$ cat config.mk
export PLATFORM = sky130hd
export DESIGN_NAME = ins_loader
export DESIGN_NICKNAME = d
export VERILOG_FILES = /design/src/rtl/ins_loader.sv
export SDC_FILE = /design/constraint.sdc
export NUM_CORES = 1
export LEC_CHECK = 0
export CAP_MARGIN = 20
export CORE_MARGIN = 8
export CORE_UTILIZATION = 53
export CTS_CLUSTER_SIZE = 16
export DETAILED_ROUTE_END_ITERATION = 10
export GPL_ROUTABILITY_DRIVEN = 0
export HOLD_SLACK_MARGIN = 0.06
export MAX_ROUTING_LAYER = met4
export PLACE_DENSITY = 0.79
export SLEW_MARGIN = 20
export SYNTH_ARGS = -nofsm -noshare
export SYNTH_HDL_FRONTEND = slang
export SYNTH_SLANG_ARGS = --single-unit
export TNS_END_PERCENT = 50
$ cat constraint.sdc
create_clock -name clk -period 2.5 [get_ports clk]
set_input_delay 0.5 -clock clk [delete_from_list [all_inputs] [get_ports clk]]
set_output_delay 0.5 -clock clk [all_outputs]
set_load 0.01 [all_outputs]
$ cat src/rtl/ins_loader.sv
// ---------------------------------------------------------------------------
// ins_loader : writer side of the instruction memory.
//
// Collects little-endian bytes from the host link (valid/ready), packs each
// group of NB bytes into one INS_W-bit instruction word and writes it into the
// instruction BRAM at consecutive addresses starting at 0.  Loading ends on a
// HALT opcode or when the last BRAM address has been written.  ins_valid is
// then raised so the decoder may wrap its fetch address to 0 and run.
//
// Optional feature (macro INS_LOADER_CHKSUM_EN): every instruction carries one
// extra trailing byte, the XOR of its NB data bytes.  A mismatching word is
// dropped, err is set (sticky per program) and the same address is reloaded.
// With the macro undefined, err is tied 0.
//
// Ports
//   clk, rstn        clock, synchronous active-low reset
//   s_data/s_valid   byte stream from host; s_ready = byte accepted this cycle
//   bram_ins_we      write strobe, high only in WRITE
//   bram_ins_waddr   write address (holds last value)
//   bram_ins_dout    packed instruction word (holds last value)
//   ins_valid        program loaded, decoder may run
//   load_busy        high in COLLECT or WRITE
//   ins_count        words written in the current program
//   err              sticky checksum error
// ---------------------------------------------------------------------------
module ins_loader #(
   parameter  int INS_ADDR_WIDTH = 10,
   parameter  int OPCODE_WIDTH   = 3,
   parameter  int ADDR_WIDTH     = 10,
   parameter  int IMG_SIZE_WIDTH = 5,
   localparam int INS_W          = OPCODE_WIDTH + 3*ADDR_WIDTH + IMG_SIZE_WIDTH,
   localparam int NB             = (INS_W + 7) / 8
) (
   input  logic                      clk,
   input  logic                      rstn,
   input  logic [7:0]                s_data,
   input  logic                      s_valid,
   output logic                      s_ready,
   output logic                      bram_ins_we,
   output logic [INS_ADDR_WIDTH-1:0] bram_ins_waddr,
   output logic [INS_W-1:0]          bram_ins_dout,
   output logic                      ins_valid,
   output logic                      load_busy,
   output logic [INS_ADDR_WIDTH:0]   ins_count,
   output logic                      err
);

   // Index of the byte that completes an instruction.
`ifdef INS_LOADER_CHKSUM_EN
   localparam int LAST = NB;
`else
   localparam int LAST = NB - 1;
`endif
   localparam int CW = $clog2(LAST + 1) + 1;

   localparam logic [OPCODE_WIDTH-1:0] OP_HALT = OPCODE_WIDTH'(3'b110);

   typedef enum logic [1:0] {S_IDLE, S_COLLECT, S_WRITE, S_DONE} state_t;

   state_t                    r_state;
   logic [CW-1:0]             r_cnt;
   logic [INS_W-1:0]          r_buf;
   logic [INS_ADDR_WIDTH-1:0] r_addr;
   logic                      r_s_ready;
   logic                      r_we;
   logic [INS_ADDR_WIDTH-1:0] r_waddr;
   logic [INS_W-1:0]          r_dout;
   logic                      r_valid;
   logic                      r_busy;
   logic [INS_ADDR_WIDTH:0]   r_count;

   logic                      w_acc;
   logic                      w_start;
   logic [CW-1:0]             w_idx;
   logic [INS_W-1:0]          w_word;
   logic                      w_chk_ok;

   assign w_acc   = s_valid && r_s_ready;
   // A byte taken in IDLE or DONE is byte 0 of a fresh program.
   assign w_start = (r_state == S_IDLE) || (r_state == S_DONE);
   assign w_idx   = w_start ? '0 : r_cnt;

`ifdef INS_LOADER_CHKSUM_EN
   logic [7:0] r_chk;
   logic       r_err;

   // All data bytes are already buffered when the checksum byte arrives.
   always_comb begin
      w_word   = r_buf;
      w_chk_ok = (r_chk == s_data);
   end
   assign err = r_err;
`else
   // The completing byte is still on s_data; splice it into the top byte.
   always_comb begin
      w_word   = r_buf;
      w_chk_ok = 1'b1;
      for (int i = 8*(NB-1); i < INS_W; i++)
         w_word[i] = s_data[i%8];
   end
   assign err = 1'b0;
`endif

   always_ff @(posedge clk) begin
      if (!rstn) begin
         r_state   <= S_IDLE;
         r_cnt     <= '0;
         r_buf     <= '0;
         r_addr    <= '0;
         r_s_ready <= 1'b1;
         r_we      <= 1'b0;
         r_waddr   <= '0;
         r_dout    <= '0;
         r_valid   <= 1'b0;
         r_busy    <= 1'b0;
         r_count   <= '0;
`ifdef INS_LOADER_CHKSUM_EN
         r_chk     <= '0;
         r_err     <= 1'b0;
`endif
      end else begin
         r_we <= 1'b0;

         // Byte store; bits past INS_W-1 of the top byte have no home and drop.
         if (w_acc) begin
            for (int i = 0; i < INS_W; i++)
               if (i/8 == int'(w_idx)) r_buf[i] <= s_data[i%8];
         end

         case (r_state)
            S_IDLE, S_DONE: begin
               if (w_acc) begin
                  r_cnt   <= CW'(1);
                  r_addr  <= '0;
                  r_count <= '0;
                  r_valid <= 1'b0;
                  r_busy  <= 1'b1;
                  r_state <= S_COLLECT;
`ifdef INS_LOADER_CHKSUM_EN
                  r_chk   <= s_data;
                  r_err   <= 1'b0;
`endif
               end
            end

            S_COLLECT: begin
               if (w_acc) begin
                  if (r_cnt == CW'(LAST)) begin
                     r_cnt <= '0;
                     if (w_chk_ok) begin
                        r_we      <= 1'b1;
                        r_waddr   <= r_addr;
                        r_dout    <= w_word;
                        r_s_ready <= 1'b0;
                        r_state   <= S_WRITE;
                     end
`ifdef INS_LOADER_CHKSUM_EN
                     else begin
                        // Bad word: drop it and reload the same address.
                        r_err <= 1'b1;
                     end
`endif
                  end else begin
                     r_cnt <= r_cnt + CW'(1);
`ifdef INS_LOADER_CHKSUM_EN
                     r_chk <= (r_cnt == '0) ? s_data : (r_chk ^ s_data);
`endif
                  end
               end
            end

            S_WRITE: begin
               r_count   <= r_count + 1'b1;
               r_s_ready <= 1'b1;
               // The top address ends the program so waddr never wraps.
               if (r_dout[OPCODE_WIDTH-1:0] == OP_HALT || &r_addr) begin
                  r_valid <= 1'b1;
                  r_busy  <= 1'b0;
                  r_state <= S_DONE;
               end else begin
                  r_addr  <= r_addr + 1'b1;
                  r_state <= S_COLLECT;
               end
            end

            default: r_state <= S_IDLE;
         endcase
      end
   end

   assign s_ready        = r_s_ready;
   assign bram_ins_we    = r_we;
   assign bram_ins_waddr = r_waddr;
   assign bram_ins_dout  = r_dout;
   assign ins_valid      = r_valid;
   assign load_busy      = r_busy;
   assign ins_count      = r_count;

endmodule

**Yosys cells after proc, flatten, opt, wreduce, memory -nomap -nowiden**

Index checks and enable logic that the tools add are counted.

- Bitwise gates (word level): 0
- Multipliers: 0
- Mux-type cells: 25
- Equality and inequality tests: 13
- Shifts and indexed selects: 0
- Divide/modulo/power cells: 0
- Reduce and logical (&&, ||, !) cells: 22
- Order comparisons: 0
- $add $sub $neg: 3

Operator list:

| operator | number |
|---|---|
| 11-bit case mux with 2 select lines | 1 |
| 3-bit AND reduction | 7 |
| 10-bit two-way mux | 2 |
| 10-bit case mux with 2 select lines | 1 |
| 4-bit two-way mux | 4 |
| 11-bit by 1-bit adder with 11-bit output, second input constant | 1 |
| 11-bit two-way mux | 1 |
| 10-bit by 1-bit adder with 10-bit output, second input constant | 1 |
| 2-bit != test, second input constant | 5 |
| 10-bit AND reduction | 1 |
| 2-bit AND reduction | 5 |
| 3-bit by 4-bit equality test with 1-bit output, first input constant | 2 |
| 2-bit two-way mux | 4 |
| 4-bit case mux with 2 select lines | 1 |
| 1-bit two-way mux | 7 |
| 1-bit case mux with 2 select lines | 3 |
| 2-bit case mux with 3 select lines | 1 |
| 2-bit nonzero test | 3 |
| 4-bit by 1-bit adder with 4-bit output, second input constant | 1 |
| 2-bit equality test, second input constant | 2 |
| 2-bit by 4-bit equality test with 1-bit output, first input constant | 1 |
| 4-bit by 3-bit equality test with 1-bit output, second input constant | 1 |
| 4-bit zero test | 1 |
| 3-bit equality test, second input constant | 1 |
| 5 further kinds | 6 |

- Register bits after elaboration: 111
- Output and inout bits: 64
- Latch bits: 0
- Bits in writable memories: 0
- Memories: 0
- Memory bits (read-only): 0

**Logic depth before layout (Yosys ltp)**

- Depth after elaboration: 5
- Depth in mapped cells: 8

**Least setup slack after synthesis**

OpenSTA, ideal clock, no wires.

- Path type: flip-flop to flip-flop
- From: register r_state[0]
- To: register r_addr[7]
- Setup slack: 665 ps
- Stages on the path, launching flop included: 8
- Data arrival time: 1713 ps
- Data required time: 2378 ps
- Period minus slack after synthesis: 1835 ps
- Path buffers: 1
- Setup time: 122 ps
- Cell sequence: dfxtp_1 -> inv_1 -> ha_1 -> nand2b_1 -> buf_2 -> a22o_1 -> a22o_1 -> o311a_1

- Word-level cells in the longest chain between the ends: 4
- Elaborated cells on any way between the ends: 9

Ends and longest elaborated chain:

| element | line | RTL |
|---|---|---|
| from (decl) | 60 | `state_t r_state;` |
| from (signal assigned) | 106 | `r_state <= S_IDLE;` |
| from (signal assigned) | 138 | `r_state <= S_COLLECT;` |
| from (signal assigned) | 155 | `r_state <= S_WRITE;` |
| 2-bit equality test or 2-bit zero test (tied branches) | 130 | `case (r_state)` |
| 2-bit OR reduction | 130 |  |
| 2-bit != test (no line) or 2-bit nonzero test (tied branches) | -- |  |
| 3-bit AND reduction (no line) | -- |  |
| to (signal assigned) | 181 | `r_addr <= r_addr + 1'b1;` |
| to (decl) | 63 | `logic [INS_ADDR_WIDTH-1:0] r_addr;` |

Parallel ways exist; a longest one is shown, timed or not.
A chain may end at the register's enable or synchronous reset.

**Worst setup path in the final report**

- From: register r_state[0]
- To: register r_buf[17]

- Word-level cells in the longest chain between the ends: 5
- Elaborated cells on any way between the ends: 6

Ends and longest elaborated chain:

| element | line | RTL |
|---|---|---|
| 2-bit equality test or 2-bit zero test (tied branches) | 80 | `assign w_start = (r_state == S_IDLE) \|\| (r_state == S_DONE);` |
| 1-bit logical OR (*) | 80 |  |
| 4-bit two-way mux (*) | 81 | `assign w_idx = w_start ? '0 : r_cnt;` |
| 3-bit by 4-bit equality test with 1-bit output (*) | 127 | `if (i/8 == int'(w_idx)) r_buf[i] <= s_data[i%8];` |
| 2-bit AND reduction (no line) (*) | -- |  |
| to (decl) | 62 | `logic [INS_W-1:0] r_buf;` |

Mark *: on every way between the ends. The rest lies on a longest branch, timed or not.

==> reports/results.tsv <==
stage	metric	value	unit
cts	root buffer cell	clkbuf_8	
critical_path	CP Launch Type	flop	
place	Inst Count DP	687	
global_route	GR peak layer	met2	
detailed_routing	via/cell ratio	5.56	
critical_path	CP max-delay cell	and4_1	
timing	Tcrit/Tclk final	87.0	%
final_layout	Inserted Diodes	0	
global_route	met3 Use GR	5.02	%
pwr	maximum vdd drop	0.369	mV
global_route	initial antenna violation count	0	
global_route	GR Util met1	22.6	%
global_route	largest net degree at the start of global routing	44	
cts	cts bufs inserted	9	
run_status	status	completed	
final_layout	Layout Utilization	66.4	%
final_layout	Fill cells	688	
cts	clk buf depth	2	
cts	cts hold-fix bufs	0	
detailed_routing	drt first pass iters	4	
synthesis	syn nets	544	
synthesis	post-synthesis sequential area ratio	48.3	%
floorplanning	Core Region	8550	sq um
global_route	grt ovf	0	
final_layout	synthesis-to-finish area growth	23.5	%
detailed_routing	wire per inst	15.4	microns
floorplanning	Std-Cell Rows	34	
timing	fin crit period	2.18	ns
synthesis	Mapped Cells	527	
timing	worst hold slack	0.459	ns
synthesis	post-synthesis cell area	4600	sq um
synthesis	Mean Syn Cell Area	8.72	sq um
timing	setup TNS	0	ns
floorplanning	io pins	75	
detailed_routing	Vias	3910	
global_route	met2 Use GR	31.0	%
detailed_routing	remaining antenna violation count	0	
floorplanning	Die ar.	11900	sq um
flow_run	number of max-cap violations	0	
synthesis	Unique masters post-synth	58	
global_route	vias in the first global route	3749	
timing	Clock Skew	0.00990	ns
pwr	Pwr Density	600	nW/um^2
critical_path	kind of critical path	reg -> reg	
final_layout	layout cell share with drive strength beyond 1	8.40	%
cts	TritonCTS clock tree	yes	
timing	final hold vios	0	
pwr	static leakage	1.91	nW
synthesis	Yosys Warn Count	0	
floorplanning	die width	109	microns
critical_path	crit path capture type	flop	
detailed_routing	total wire length	10.9	mm
global_route	global-route wire length before repair	17.9	mm
place	Post-Place Setup Slack	0.206	ns
critical_path	crit-path cells	inv_1, ha_1, nor3_1, and4_1, mux2i_1, nor2_1	
timing	max frequency	460	MHz
hold_path	HP Class	reg -> reg	
synthesis	EDFF count, synth	0	
place	HPWL Detailed	7.65	mm
cts	clk sinks	111	
cts	Worst-path clk slew	0.11	ns
final_layout	Final nets	607	
synthesis	Synth Register Bits	111	
place	PortBufs	73	
global_route	GRT Util Overall	19.0	%
timing	Max Transition Viols Final	0	
timing	setup ws final	0.324	ns
timing	Final setup viols	0	
critical_path	worst-path fanout max	13	
floorplanning	starting density of the core	53.8	%
timing	Slew Limit Headroom	58.5	%
floorplanning	height of the chip	109	microns
critical_path	WP data required	2.77	ns
detailed_routing	initial drt markers	174	
cts	Resize count post-CTS	0	
timing	Worst-Margin Slew	0.616	ns
critical_path	Critical Path AT	2.44	ns
timing	RSZ-0062 raised after global routing	false	
detailed_routing	DRC	0	
cts	Clock Latency Late Sink	0.37	ns
cts	H-tree levels	3	
cts	Post CTS Setup Buffer Count	0	
final_layout	post-route insts no fill	703	
critical_path	max incr delay on CP	0.56	ns
synthesis	fraction of registers with async set/reset	0	%
synthesis	Primary FF master, synth	dfxtp_1	
==> where the power goes <==
group / switching, mW / total, mW / internal [mW]
Clock: 0.668 / 1.17 / 0.499
Sequential: 0.0296 / 1.83 / 1.80
Combinational: 0.249 / 0.407 / 0.158
==> through the flow <==
step | total power, mW | area, sq um
2_1_floorplan | 2.15 | 4600
3_3_place_gp | 2.26 | 5460
3_5_place_dp | 2.27 | 5460
4_1_cts | 3.43 | 5680
5_1_grt | 3.54 | 5680
6_report | 3.41 | 5680
==> registers in the layout, indices dropped and copies added (netlist names) <==
| register | cells |
|---|---|
| ins_count | 11 |
| s_ready | 1 |
| bram_ins_we | 1 |
| bram_ins_dout | 38 |
| r_addr | 10 |
| load_busy | 1 |
| ins_valid | 1 |
| bram_ins_waddr | 10 |
| r_buf | 32 |
| r_state | 2 |
| r_cnt | 4 |
==> worst max-delay path: cells and delay by family (launching register included) <==
family	cells	cell delay, ns
and+or+nand+nor	3	0.92
buffers and inverters	1	0.06
muxes	1	0.26
DFF	1	0.36
adders and majority gates	1	0.48
==> routing by layer <==
layer | up-vias | wire [microns] | part of all wire, %
met1 | 1868 | 4870 | 45
met4 | 0 | 95 | 0.88
met5 | - | 0 | 0
met3 | 10 | 620 | 5.7
met2 | 109 | 5260 | 48
li1 | 1923 | - | -
==> placed cells by master (no fill, tap or decap), drive strengths merged, types with 3 or more instances in the layout <==
cell           Yosys  layout
clkbuf            14       9
buf               21      14
nand3             14      14
a211oi             5       5
nand3b             3       3
o2111ai            3       3
ha                 6       6
nand4              8       8
nor3               5       5
xnor2              7       7
a31oi              5       5
clkdlybuf4s50      0      73
o21ai             12      12
a2111oi            4       4
and4               3       3
nor4               3       3
nor2              51      51
dfxtp            111     111
nand2            112     112
mux2i             33      33
a21oi             59      59
inv               14      18
==> layout make-up <==
class / instances / area [sq um] / area share (%)
clock buffer: 9 / 124 / 2.18
clock inverter: 7 / 97.6 / 1.72
inverter: 14 / 52.6 / 0.925
multi-input combinational: 367 / 2160 / 38.1
sequential: 111 / 2220 / 39.1
tap: 108 / 135 / 2.38
timing repair buffer: 87 / 886 / 15.6
==> cells by family (layout without fill, tap and decap cells) <==
logic type	count (synthesis)	after routing	share of synthesized area, %
buffers and inverters	49	117	4.79
DFF	111	111	48.3
and+or+nand+nor	210	210	20.3
other	1	1	0.0816
xor gates and xnor gates	9	9	1.71
muxes	33	33	7.19
adders and majority gates	6	6	1.63
AOI/OAI and AO/OA	108	108	16.0
==> synth_stat cells (2+ instances only) <==
| library cell | count | area [sq um] |
|---|---|---|
| inv_1 | 14 | 52.6 |
| nand2_1 | 111 | 417 |
| nand4_1 | 6 | 37.5 |
| nor3_1 | 5 | 25.0 |
| ha_1 | 6 | 75.1 |
| a211oi_1 | 4 | 30.0 |
| o2111ai_1 | 3 | 26.3 |
| xor2_1 | 2 | 17.5 |
| a31o_2 | 2 | 17.5 |
| a22o_1 | 2 | 17.5 |
| nor2_1 | 51 | 191 |
| and4_1 | 3 | 26.3 |
| o21ai_1 | 2 | 10.0 |
| a2111oi_4 | 3 | 82.6 |
| nor2b_1 | 2 | 12.5 |
| o21ai_0 | 9 | 45.0 |
| xnor2_1 | 7 | 61.3 |
| a31oi_1 | 5 | 31.3 |
| a21oi_1 | 58 | 290 |
| buf_4 | 4 | 30.0 |
| nand3_1 | 13 | 65.1 |
| nand3b_1 | 3 | 22.5 |
| buf_2 | 17 | 85.1 |
| a21o_1 | 2 | 15.0 |
| o31a_1 | 2 | 17.5 |
| mux2i_1 | 33 | 330 |
| a32oi_1 | 2 | 17.5 |
| nor4_1 | 3 | 18.8 |
| dfxtp_1 | 111 | 2220 |
| clkbuf_1 | 14 | 52.6 |
==> path summary, 6_finish.rpt <==
path	start	end	slack, ns	depth (start not counted)
worst min register to register	r_buf[24]$_SDFFE_PN0P_	bram_ins_dout[24]$_SDFFE_PN0P_	0.46	2
worst max-delay path	r_state[0]$_SDFFE_PN0P_	r_buf[17]$_SDFFE_PN0P_	0.32	6
worst max register to register	r_state[0]$_SDFFE_PN0P_	r_buf[17]$_SDFFE_PN0P_	0.32	6
worst min-delay path	r_buf[24]$_SDFFE_PN0P_	bram_ins_dout[24]$_SDFFE_PN0P_	0.46	2
No activity file was read; power rests on OpenSTA's default activity.
